--- config.mk ---
export PLATFORM = sky130hd
export DESIGN_NAME = dmem_port_arbiter
export DESIGN_NICKNAME = d
export VERILOG_FILES = /design/src/rtl/dmem_arb_pkg.sv /design/src/rtl/rr_pick2.sv /design/src/rtl/dmem_port_arbiter.sv
export SDC_FILE = /design/constraint.sdc
export NUM_CORES = 1
export LEC_CHECK = 0
export BUFFER_PORTS_ARGS = -buffer_cell sky130_fd_sc_hd__clkbuf_2
export CAP_MARGIN = 20
export CORE_MARGIN = 10
export CORE_UTILIZATION = 47
export DETAILED_ROUTE_END_ITERATION = 10
export PLACE_DENSITY_LB_ADDON = 0.15
export SYNTH_ARGS = -nofsm -noshare
export SYNTH_HDL_FRONTEND = slang
export SYNTH_HIERARCHICAL = 1
export SYNTH_SLANG_ARGS = --single-unit
--- constraint.sdc ---
create_clock -name clk -period 3.2 [get_ports clk]
set_clock_uncertainty 0.15 [all_clocks]
set_input_delay 0.16 -clock clk [delete_from_list [all_inputs] [get_ports clk]]
set_output_delay 0.16 -clock clk [all_outputs]
set_load 0.05 [all_outputs]
--- src/rtl/dmem_arb_pkg.sv ---
// ---------------------------------------------------------------------------
// dmem_arb_pkg
// Shared types for the data-memory port arbiter:
//   arb_state_e : arbiter FSM encoding (IDLE / ACCESS / RDWAIT)
//   req_id_e    : requester identity (CPU load/store path or debug/loader)
// ---------------------------------------------------------------------------
package dmem_arb_pkg;

    typedef enum logic [1:0] {
        IDLE   = 2'd0,
        ACCESS = 2'd1,
        RDWAIT = 2'd2
    } arb_state_e;

    typedef enum logic {
        REQ_CPU = 1'b0,
        REQ_DBG = 1'b1
    } req_id_e;

endpackage

--- src/rtl/rr_pick2.sv ---
// ---------------------------------------------------------------------------
// rr_pick2
// Two-way round-robin selector, purely combinational.
// Ports:
//   i_req[1:0]    in   masked requests, bit 0 = CPU, bit 1 = debug
//   i_last        in   requester granted most recently
//   o_grant_valid out  at least one request present
//   o_grant_id    out  winning requester
// ---------------------------------------------------------------------------
module rr_pick2
    import dmem_arb_pkg::*;
(
    input  logic [1:0] i_req,
    input  req_id_e    i_last,
    output logic       o_grant_valid,
    output req_id_e    o_grant_id
);

    // NOTE: every output gets a default before the branches so no latch is inferred.
    always_comb begin
        o_grant_valid = |i_req;
        o_grant_id    = REQ_CPU;
        if (i_req == 2'b11) begin
            // Tie: whoever was not served last goes next.
            o_grant_id = (i_last == REQ_DBG) ? REQ_CPU : REQ_DBG;
        end else if (i_req[1]) begin
            o_grant_id = REQ_DBG;
        end
    end

endmodule

--- src/rtl/dmem_port_arbiter.sv ---
// ---------------------------------------------------------------------------
// dmem_port_arbiter
// Shares the single-port data memory between the CPU load/store path (c_*)
// and the debug/loader port (d_*). Round-robin ownership, req/ack handshake,
// one-cycle synchronous read latency, one IDLE cycle after every transaction.
// Ports:
//   clk, reset                       clock, synchronous active-high reset
//   c_req/c_we/c_addr/c_wdata        CPU request (held until c_ack)
//   c_ack/c_rdata                    CPU completion pulse / read data
//   d_req/d_we/d_addr/d_wdata        debug request, same meaning
//   d_ack/d_rdata                    debug completion pulse / read data
//   mem_en/mem_we/mem_addr/mem_wdata memory strobe, write enable, address, data
//   mem_rdata                        memory read data, one cycle after strobe
//   busy                             arbiter not in IDLE
//   owner                            0 = CPU, 1 = debug (meaningful while busy)
// ---------------------------------------------------------------------------
module dmem_port_arbiter
    import dmem_arb_pkg::*;
#(
    parameter int AW = 5,
    parameter int DW = 32
) (
    input  logic          clk,
    input  logic          reset,
    input  logic          c_req,
    input  logic          c_we,
    input  logic [AW-1:0] c_addr,
    input  logic [DW-1:0] c_wdata,
    output logic          c_ack,
    output logic [DW-1:0] c_rdata,
    input  logic          d_req,
    input  logic          d_we,
    input  logic [AW-1:0] d_addr,
    input  logic [DW-1:0] d_wdata,
    output logic          d_ack,
    output logic [DW-1:0] d_rdata,
    output logic          mem_en,
    output logic          mem_we,
    output logic [AW-1:0] mem_addr,
    output logic [DW-1:0] mem_wdata,
    input  logic [DW-1:0] mem_rdata,
    output logic          busy,
    output logic          owner
);

    arb_state_e    r_state;
    arb_state_e    w_state_nxt;
    req_id_e       r_owner;
    req_id_e       r_last;
    logic          r_we;
    logic [AW-1:0] r_addr;
    logic [DW-1:0] r_wdata;
    logic [DW-1:0] r_c_rdata;
    logic [DW-1:0] r_d_rdata;

    logic          w_done;
    logic [1:0]    w_req;
    logic          w_grant_valid;
    req_id_e       w_grant_id;
    logic          w_grant;

    // A requester whose ack is showing is masked so the edge closing its ack
    // can never hand it a second grant for the same request.
    assign w_req   = {d_req & ~d_ack, c_req & ~c_ack};
    assign w_grant = (r_state == IDLE) && w_grant_valid;

    rr_pick2 u_pick (
        .i_req         (w_req),
        .i_last        (r_last),
        .o_grant_valid (w_grant_valid),
        .o_grant_id    (w_grant_id)
    );

    always_comb begin
        w_state_nxt = r_state;
        mem_en      = 1'b0;
        mem_we      = 1'b0;
        w_done      = 1'b0;
        case (r_state)
            IDLE: begin
                if (w_grant_valid) w_state_nxt = ACCESS;
            end
            ACCESS: begin
                mem_en = 1'b1;
                mem_we = r_we;
                if (r_we) begin
                    // A write is complete once strobed, even if reset is
                    // already asserted in this cycle.
                    w_done      = 1'b1;
                    w_state_nxt = IDLE;
                end else begin
                    w_state_nxt = RDWAIT;
                end
            end
            RDWAIT: begin
                // A read caught by reset is dropped without an ack.
                w_done      = ~reset;
                w_state_nxt = IDLE;
            end
            default: w_state_nxt = IDLE;
        endcase
    end

    assign c_ack     = w_done && (r_owner == REQ_CPU);
    assign d_ack     = w_done && (r_owner == REQ_DBG);
    // Read data passes straight through in the ack cycle, then holds.
    assign c_rdata   = (c_ack && !r_we) ? mem_rdata : r_c_rdata;
    assign d_rdata   = (d_ack && !r_we) ? mem_rdata : r_d_rdata;
    assign mem_addr  = r_addr;
    assign mem_wdata = r_wdata;
    assign busy      = (r_state != IDLE);
    assign owner     = r_owner;

    // NOTE: sequential state uses non-blocking assignments only.
    always_ff @(posedge clk) begin
        if (reset) begin
            r_state   <= IDLE;
            r_owner   <= REQ_CPU;
            r_last    <= REQ_DBG;
            r_c_rdata <= '0;
            r_d_rdata <= '0;
        end else begin
            r_state <= w_state_nxt;
            if (w_grant) begin
                r_owner <= w_grant_id;
                r_last  <= w_grant_id;
            end
            if (c_ack && !r_we) r_c_rdata <= mem_rdata;
            if (d_ack && !r_we) r_d_rdata <= mem_rdata;
        end
    end

    // NOTE: the latched transaction needs no reset; it is only consumed in
    // ACCESS/RDWAIT, which are reachable only after a grant has loaded it.
    always_ff @(posedge clk) begin
        if (w_grant) begin
            if (w_grant_id == REQ_DBG) begin
                r_we    <= d_we;
                r_addr  <= d_addr;
                r_wdata <= d_wdata;
            end else begin
                r_we    <= c_we;
                r_addr  <= c_addr;
                r_wdata <= c_wdata;
            end
        end
    end

endmodule

==> impl_metrics.yaml, run 1 <==
layout:
  fin_cells: 926
  fill_cells: 674
  nNetsFinal: 905
  num_antenna_cells: 0
  area_growth_pct: 52.0
  drive_gt1_share_pct: 43.1
critical_path:
  path_delay_family: "buffers and inverters"
  cpMaxStageDelayCell: "dlygate4sd3_1"
  cp_max_fo: 39
  crit_chain: "inv_1 > ha_1 > nand2b_2 > a21oi_1 > nor2b_1 > a21boi_4 > buf_12 > mux2_2 > dlygate4sd3_1"
  critPathKind: "reg2reg"
  slowest_delay_ns: 0.59
  startpoint_type: "register"
  cp-end-kind: "register"
  cp.required_ns: 3.16
  r2r_start: "r_state[0]"
  cp.arrival_ns: 3.01
  crit_start: "r_state[0]"
  cp_num_buf_inv: 3
logic_synthesis:
  ys_warn_count: 6
  synth_area_per_cell_sq_um: 10.0
  netlist_instances: 478
  synth_top_cell_area_share_pct: 28.5
  synth-seq-cells: 106
  synthesis.area_sq_um: 4780
  synthTopCellsByArea: "dfxtp_1 28%, edfxtp_1 24%, o21ai_2 9.2%, mux2_2 8.9%, a21oi_1 7.2%"
  synth_common_cells: "69 x a21oi_1, 69 x nand2_1, 68 x dfxtp_1, 66 x nand3_1, 50 x o21ai_2"
  yosysUniqueCellTypes: 25
  ys_seq_area_share_pct: 52.3
  synth_ff_type: "dfxtp_1"
  synthArstFlopShare_pct: 0
  syn-num-nets: 595
  yosysTopAreaCell: "dfxtp_1"
  synth-edff-count: 38
timing:
  setup_slack_ns: 0.151
  fin_tns_setup_ns: 0
  worst_pin_slew_ns: 0.584
  drv_slew: 0
  hold_viol_final: 0
  timing.final.crit_period_ns: 3.05
  slew_headroom_pct: 61.1
  max_clock_freq_ghz: 0.328
  fin_crit_sh_pct: 95.3
  grt_setup_unrepaired: "no"
  fin_hold_ws_ns: 0.185
  setup_viol: 0
power:
  comb_power_share_pct: 41.2
  p_leak_nw: 3.41
  switchingPower_mw: 1.85
  seq_power_share_pct: 38.9
  netSwitchingFraction_pct: 42.4
  clkPwrFrac_pct: 19.9
  internal_power_mw: 2.51
  ir_worst_vdd_mv: 0.413
  p_per_area_nw_per_um2: 599
drt:
  dr.pass1.iters: 5
  drtIter0Drc: 429
  wl_mm: 17.8
  vias: 4932
  wire_per_inst_um: 19.3
  viasPerCell: 5.33
  drc: 0
  postRouteAntennaNets: 0
floorplanning:
  die_h_um: 121
  design.portCount: 219
  dieArea_sq_um: 14600
  rows: 36
  fp.dieW_um: 121
  start_util_pct: 48.5
  core_region_area_sq_um: 9860
run_status:
  status: "complete, no violations"
placement:
  dp.cells: 801
  portBuffers: 218
  place_hpwl_mm: 11.1
  pre_cts_ws_ns: 0.501
  place_congestion: 0.798
grt:
  gr-total-overflow: 0
  grt_pass1_wl_mm: 27.9
  grt_usage_pct: 24.0
  grt_max_degree: 65
  antenna_found_initial: 0
  grt_pass1_vias: 5277
clocking:
  postCtsSetupBuffers: 0
  cts_tree: "yes"
  cts_root_buffer: "clkbuf_8"
  clock_latency_ns: 0.36
  cts_buffer_depth: 2
  path_clk_slew_ns: 0.10
  h-tree-depth: 3
  numCtsBuffers: 9
  clock_sinks: 106
min_path:
  hp-start: "reset"
  hp-class: "in2reg"
job:
  max_cap_violations: 0
-- layout make-up --
cell class                 count  area [sq um]  share of cell area [%]
clock buffer                  11           151                    2.08
timing repair buffer         339          2300                    31.7
multi-input combinational    326          2060                    28.4
tap                          133           166                    2.29
sequential                   106          2500                    34.4
inverter                       6          22.5                   0.310
clock inverter                 5          61.3                   0.843
-- cells in the final DEF (no fill, tap or decap), types with 10 or more instances in the layout --
| cell | n |
|---|---|
| o21ai_2 | 50 |
| nand2_1 | 68 |
| clkbuf_8 | 11 |
| o21ai_1 | 10 |
| dlygate4sd3_1 | 108 |
| buf_4 | 11 |
| edfxtp_1 | 38 |
| mux2_2 | 38 |
| dfxtp_1 | 68 |
| clkbuf_2 | 218 |
| nand3_1 | 66 |
| a21oi_1 | 68 |
-- timing repair --
| action | 4_1_cts | 5_1_grt |
|---|---|---|
| gates resized for setup | 0 | 4 |
| hold endpoints to repair | 101 | 0 |
| hold buffers | 108 | 0 |
| setup endpoints to repair | 0 | 38 |
-- registers in the layout, indices dropped and copies added (netlist names) --
signal,flops
r_c_rdata,32
mem_addr,5
r_d_rdata,32
owner,1
r_state,2
mem_wdata,32
r_last,1
r_we,1
-- worst reg2reg max path: stages, from the launching register on --
cell and delay [ns]:
dfxtp_1 0.39, inv_1 0.11, ha_1 0.38, nand2b_2 0.08, a21oi_1 0.19, nor2b_1 0.12, a21boi_4 0.17, buf_12 0.24
mux2_2 0.38, dlygate4sd3_1 0.59
-- cells by family after synthesis --
family / count (synthesis) / share of synthesized area (%)
AO/OA/AOI/OAI: 137 / 18.4
adder cells (fa/ha/maj): 5 / 1.31
AND/OR/NAND/NOR: 146 / 13.8
buffers and inverters: 46 / 5.18
flip-flops: 106 / 52.3
multiplexers: 38 / 8.95
-- metal layers --
layer | global-route usage (%) | wire [um]
met2 | 40.3 | 8730
met1 | 25.1 | 6600
met5 | 0 | 0
met3 | 9.59 | 1760
met4 | 13.2 | 741
-- metrics by stage --
stage / instance area [sq um] / utilization [%] / power, mW
2_1_floorplan: 4790 / - / 2.88
3_3_place_gp: 5940 / 60.2 / 3.29
3_5_place_dp: 5940 / 60.2 / 3.31
4_1_cts: 7230 / 73.3 / 4.32
5_1_grt: 7270 / 73.7 / 4.54
6_report: 7270 / 73.7 / 4.36
-- worst paths after layout --
kind | endpoint | slack [ns] | cells after the start
setup / recovery | mem_wdata[30] | 0.15 | 9
hold / removal | r_d_rdata[29] | 0.19 | 3
setup reg to reg | mem_wdata[30] | 0.15 | 9
hold reg to reg | r_c_rdata[6] | 0.32 | 2
-- power groups by stage --
stage	combinational (mW)	sequential, mW	clock (mW)
final	1.80	1.69	0.867
after global routing	1.89	1.71	0.936
after CTS	1.75	1.68	0.890
after detailed placement	1.60	1.71	0
after global placement	1.58	1.70	0
after floorplan	0.696	2.18	0
Power figures use the tool's default switching activity.
==> run 2, diff against run 1 <==
--- a/config.mk
+++ b/config.mk
@@ -5,10 +5,11 @@
 export SDC_FILE = /design/constraint.sdc
 export NUM_CORES = 1
 export LEC_CHECK = 0
+export ABC_AREA = 1
 export BUFFER_PORTS_ARGS = -buffer_cell sky130_fd_sc_hd__clkbuf_2
 export CAP_MARGIN = 20
 export CORE_MARGIN = 10
-export CORE_UTILIZATION = 47
+export CORE_UTILIZATION = 48
 export DETAILED_ROUTE_END_ITERATION = 10
 export PLACE_DENSITY_LB_ADDON = 0.15
 export SYNTH_ARGS = -nofsm -noshare
==> impl_metrics.yaml, run 2 <==
layout:
  fill_cells: 730
  area_growth_pct: 52.8
  layout_commonest_cell: "clkbuf_2"
  final_cell_mix: "186 x clkbuf_2, 172 x inv_1, 142 x nand2_1"
  multi_input_area_sq_um: 1750
  final_area_sq_um: 7750
  seqCellArea_sq_um: 2500
  drive_gt1_share_pct: 30.7
  nNetsFinal: 1044
floorplanning:
  fp.dieW_um: 123
  dieArea_sq_um: 15100
  core_region_area_sq_um: 10300
  rows: 37
  die_h_um: 123
  start_util_pct: 49.1
  design.portCount: 219
critical_path:
  cp.arrival_ns: 3.05
  r2r_start: "r_state[0]"
  cp.required_ns: 3.18
  slowest_delay_ns: 0.56
  cpMaxStageDelayCell: "dlygate4sd3_1"
  cp-end-kind: "register"
  critPathKind: "reg2reg"
  crit_start: "r_state[0]"
  cp_max_fo: 39
  crit_chain: "inv_1 > ha_1 > inv_2 > a21oi_4 > nand2_1 > nand2_1 > inv_1 > a21oi_4 > buf_12 > mux2_2 > dlygate4sd3_1"
  r2r_cells: 11
  worstSetupEndpoint: "mem_wdata[2]"
  startpoint_type: "register"
  rrSetupSlack_ns: 0.13
  rr_endpoint: "mem_wdata[2]"
clocking:
  clock_latency_ns: 0.36
  clock_sinks: 106
  postCtsSetupBuffers: 0
  numCtsBuffers: 9
  cts_buffer_depth: 2
  h-tree-depth: 3
  cts_tree: "yes"
  cts_root_buffer: "clkbuf_8"
  path_clk_slew_ns: 0.10
logic_synthesis:
  synth_top_cell_area_share_pct: 26.9
  synth_area_per_cell_sq_um: 7.88
  synth_common_cells: "172 x inv_1, 142 x nand2_1, 68 x dfxtp_1, 66 x nand4_1, 64 x nor2_1"
  yosysTopAreaCell: "dfxtp_1"
  syn-num-nets: 760
  synth-edff-count: 38
  synthArstFlopShare_pct: 0
  synth-seq-cells: 106
  ys_warn_count: 6
  synthTopCellsByArea: "dfxtp_1 27%, edfxtp_1 23%, inv_1 13%, nand2_1 11%, mux2_2 8.4%"
  synth_ff_type: "dfxtp_1"
  netlist_instances: 643
  synth_most_common_cell: "inv_1"
  ys_seq_area_share_pct: 49.4
  yosysUniqueCellTypes: 18
  synthesis.area_sq_um: 5070
power:
  switchingPower_mw: 1.41
  p_per_area_nw_per_um2: 477
  internal_power_mw: 2.28
  comb_power_share_pct: 35.2
  netSwitchingFraction_pct: 38.3
  clkPwrFrac_pct: 21.8
  ir_worst_vdd_mv: 0.244
  p_leak_nw: 4.29
  seq_power_share_pct: 43.0
timing:
  slew_headroom_pct: 53.7
  fin_crit_sh_pct: 96.0
  worst_pin_slew_ns: 0.694
  grt_setup_unrepaired: "no"
  max_clock_freq_ghz: 0.326
  drv_slew: 0
  fin_tns_setup_ns: 0
  setup_viol: 0
  hold_viol_final: 0
  timing.final.crit_period_ns: 3.07
placement:
  place_hpwl_mm: 11.2
  place_congestion: 0.844
  placed_area_sq_um: 6740
  portBuffers: 218
drt:
  drtIter0Drc: 529
  wire_per_inst_um: 16.1
  dr.pass1.iters: 5
  vias: 5095
  wl_mm: 17.2
  drc: 0
  postRouteAntennaNets: 0
  viasPerCell: 4.77
run_status:
  status: "complete, no violations"
grt:
  grt_max_degree: 67
  antenna_found_initial: 1
  gr-total-overflow: 0
  grt_pass1_vias: 5186
  grt_pass1_wl_mm: 26.5
  grt_usage_pct: 22.2
min_path:
  hp-class: "in2reg"
job:
  max_cap_violations: 0
run 2: cell types whose count changed after synthesis, moves of 50 or more:
cell | previous run | this run
inv_1 | 6 | 172
nand2_1 | 69 | 142
nand4_1 | 0 | 66
a21oi_1 | 69 | 4
nand3_1 | 66 | 2
nor2_1 | 0 | 64
o21ai_2 | 50 | 0
run 2: cells by family (layout without fill, tap and decap cells):
logic type	Yosys count	after routing	share of synthesized area (%)
buffers and inverters	213	502	16.5
and+or+nand+nor	275	275	23.7
AOI/OAI and AO/OA	6	6	0.740
adders and majority gates	5	5	1.23
muxes	38	38	8.44
other	0	1	0
DFF	106	106	49.4
run 2: layer usage:
metal | vias to the layer above | global-route usage, % | routed length [um] | part of all wire (%)
li1 | 2521 | - | - | -
met1 | 2332 | 23.4 | 6290 | 37
met2 | 212 | 40.8 | 9050 | 53
met3 | 30 | 5.83 | 1400 | 8.1
met4 | 0 | 9.65 | 489 | 2.8
met5 | - | 0 | 0 | 0
run 2: how the worst min path moves through the flow:
stage             startpoint            end  slack (ns)  cells after the start
2_1_floorplan          reset         r_last        0.12                      2
3_3_place_gp           reset         r_last        0.30                      3
3_5_place_dp           reset         r_last        0.31                      3
4_1_cts         mem_rdata[5]   r_d_rdata[5]      0.0007                      5
5_1_grt        mem_rdata[13]  r_c_rdata[13]        0.03                      5
6_report        mem_rdata[5]   r_d_rdata[5]       0.007                      5
run 2: power groups by stage:
stage	Clock [mW]	Sequential, mW	Combinational (mW)
2_1_floorplan	0	1.90	0.575
3_3_place_gp	0	1.60	1.17
3_5_place_dp	0	1.61	1.19
4_1_cts	0.809	1.58	1.28
5_1_grt	0.856	1.60	1.38
6_report	0.805	1.59	1.30
run 2: layout make-up:
class	count	share of cell area (%)
Multi-Input combinational cell	324	22.6
Tap cell	136	2.20
Clock buffer	12	1.74
Clock inverter	4	0.598
Antenna cell	1	0.0323
Sequential cell	106	32.3
Timing Repair Buffer	311	32.1
Inverter	175	8.48
run 2: critical path: cells and delay by family (launching register included):
kind | cells | cell delay [ns]
muxes | 1 | 0.37
and+or+nand+nor | 2 | 0.18
DFF | 1 | 0.41
buffers and inverters | 5 | 1.06
AOI/OAI and AO/OA | 2 | 0.31
adders and majority gates | 1 | 0.35
run 2: stage by stage:
| step | cells | total power, mW | utilization (%) | setup slack [ns] | hold WS, ns |
|---|---|---|---|---|---|
| floorplan | 643 | 2.47 | - | 0.364 | 0.121 |
| global placement | 971 | 2.78 | 65.3 | 0.720 | 0.298 |
| detailed placement | 971 | 2.80 | 65.3 | 0.549 | 0.309 |
| CTS | 1068 | 3.67 | 74.9 | 0.0109 | 0.000684 |
| global route | 1069 | 3.83 | 75.0 | 0.0190 | 0.0256 |
| finish | 1069 | 3.69 | 75.0 | 0.128 | 0.00729 |
run 2: timing repair:
item,4_1_cts,5_1_grt
resized for setup,0,4
endpoints found under the hold margin,44,0
hold buffers,81,0
endpoints found under the setup margin,0,13
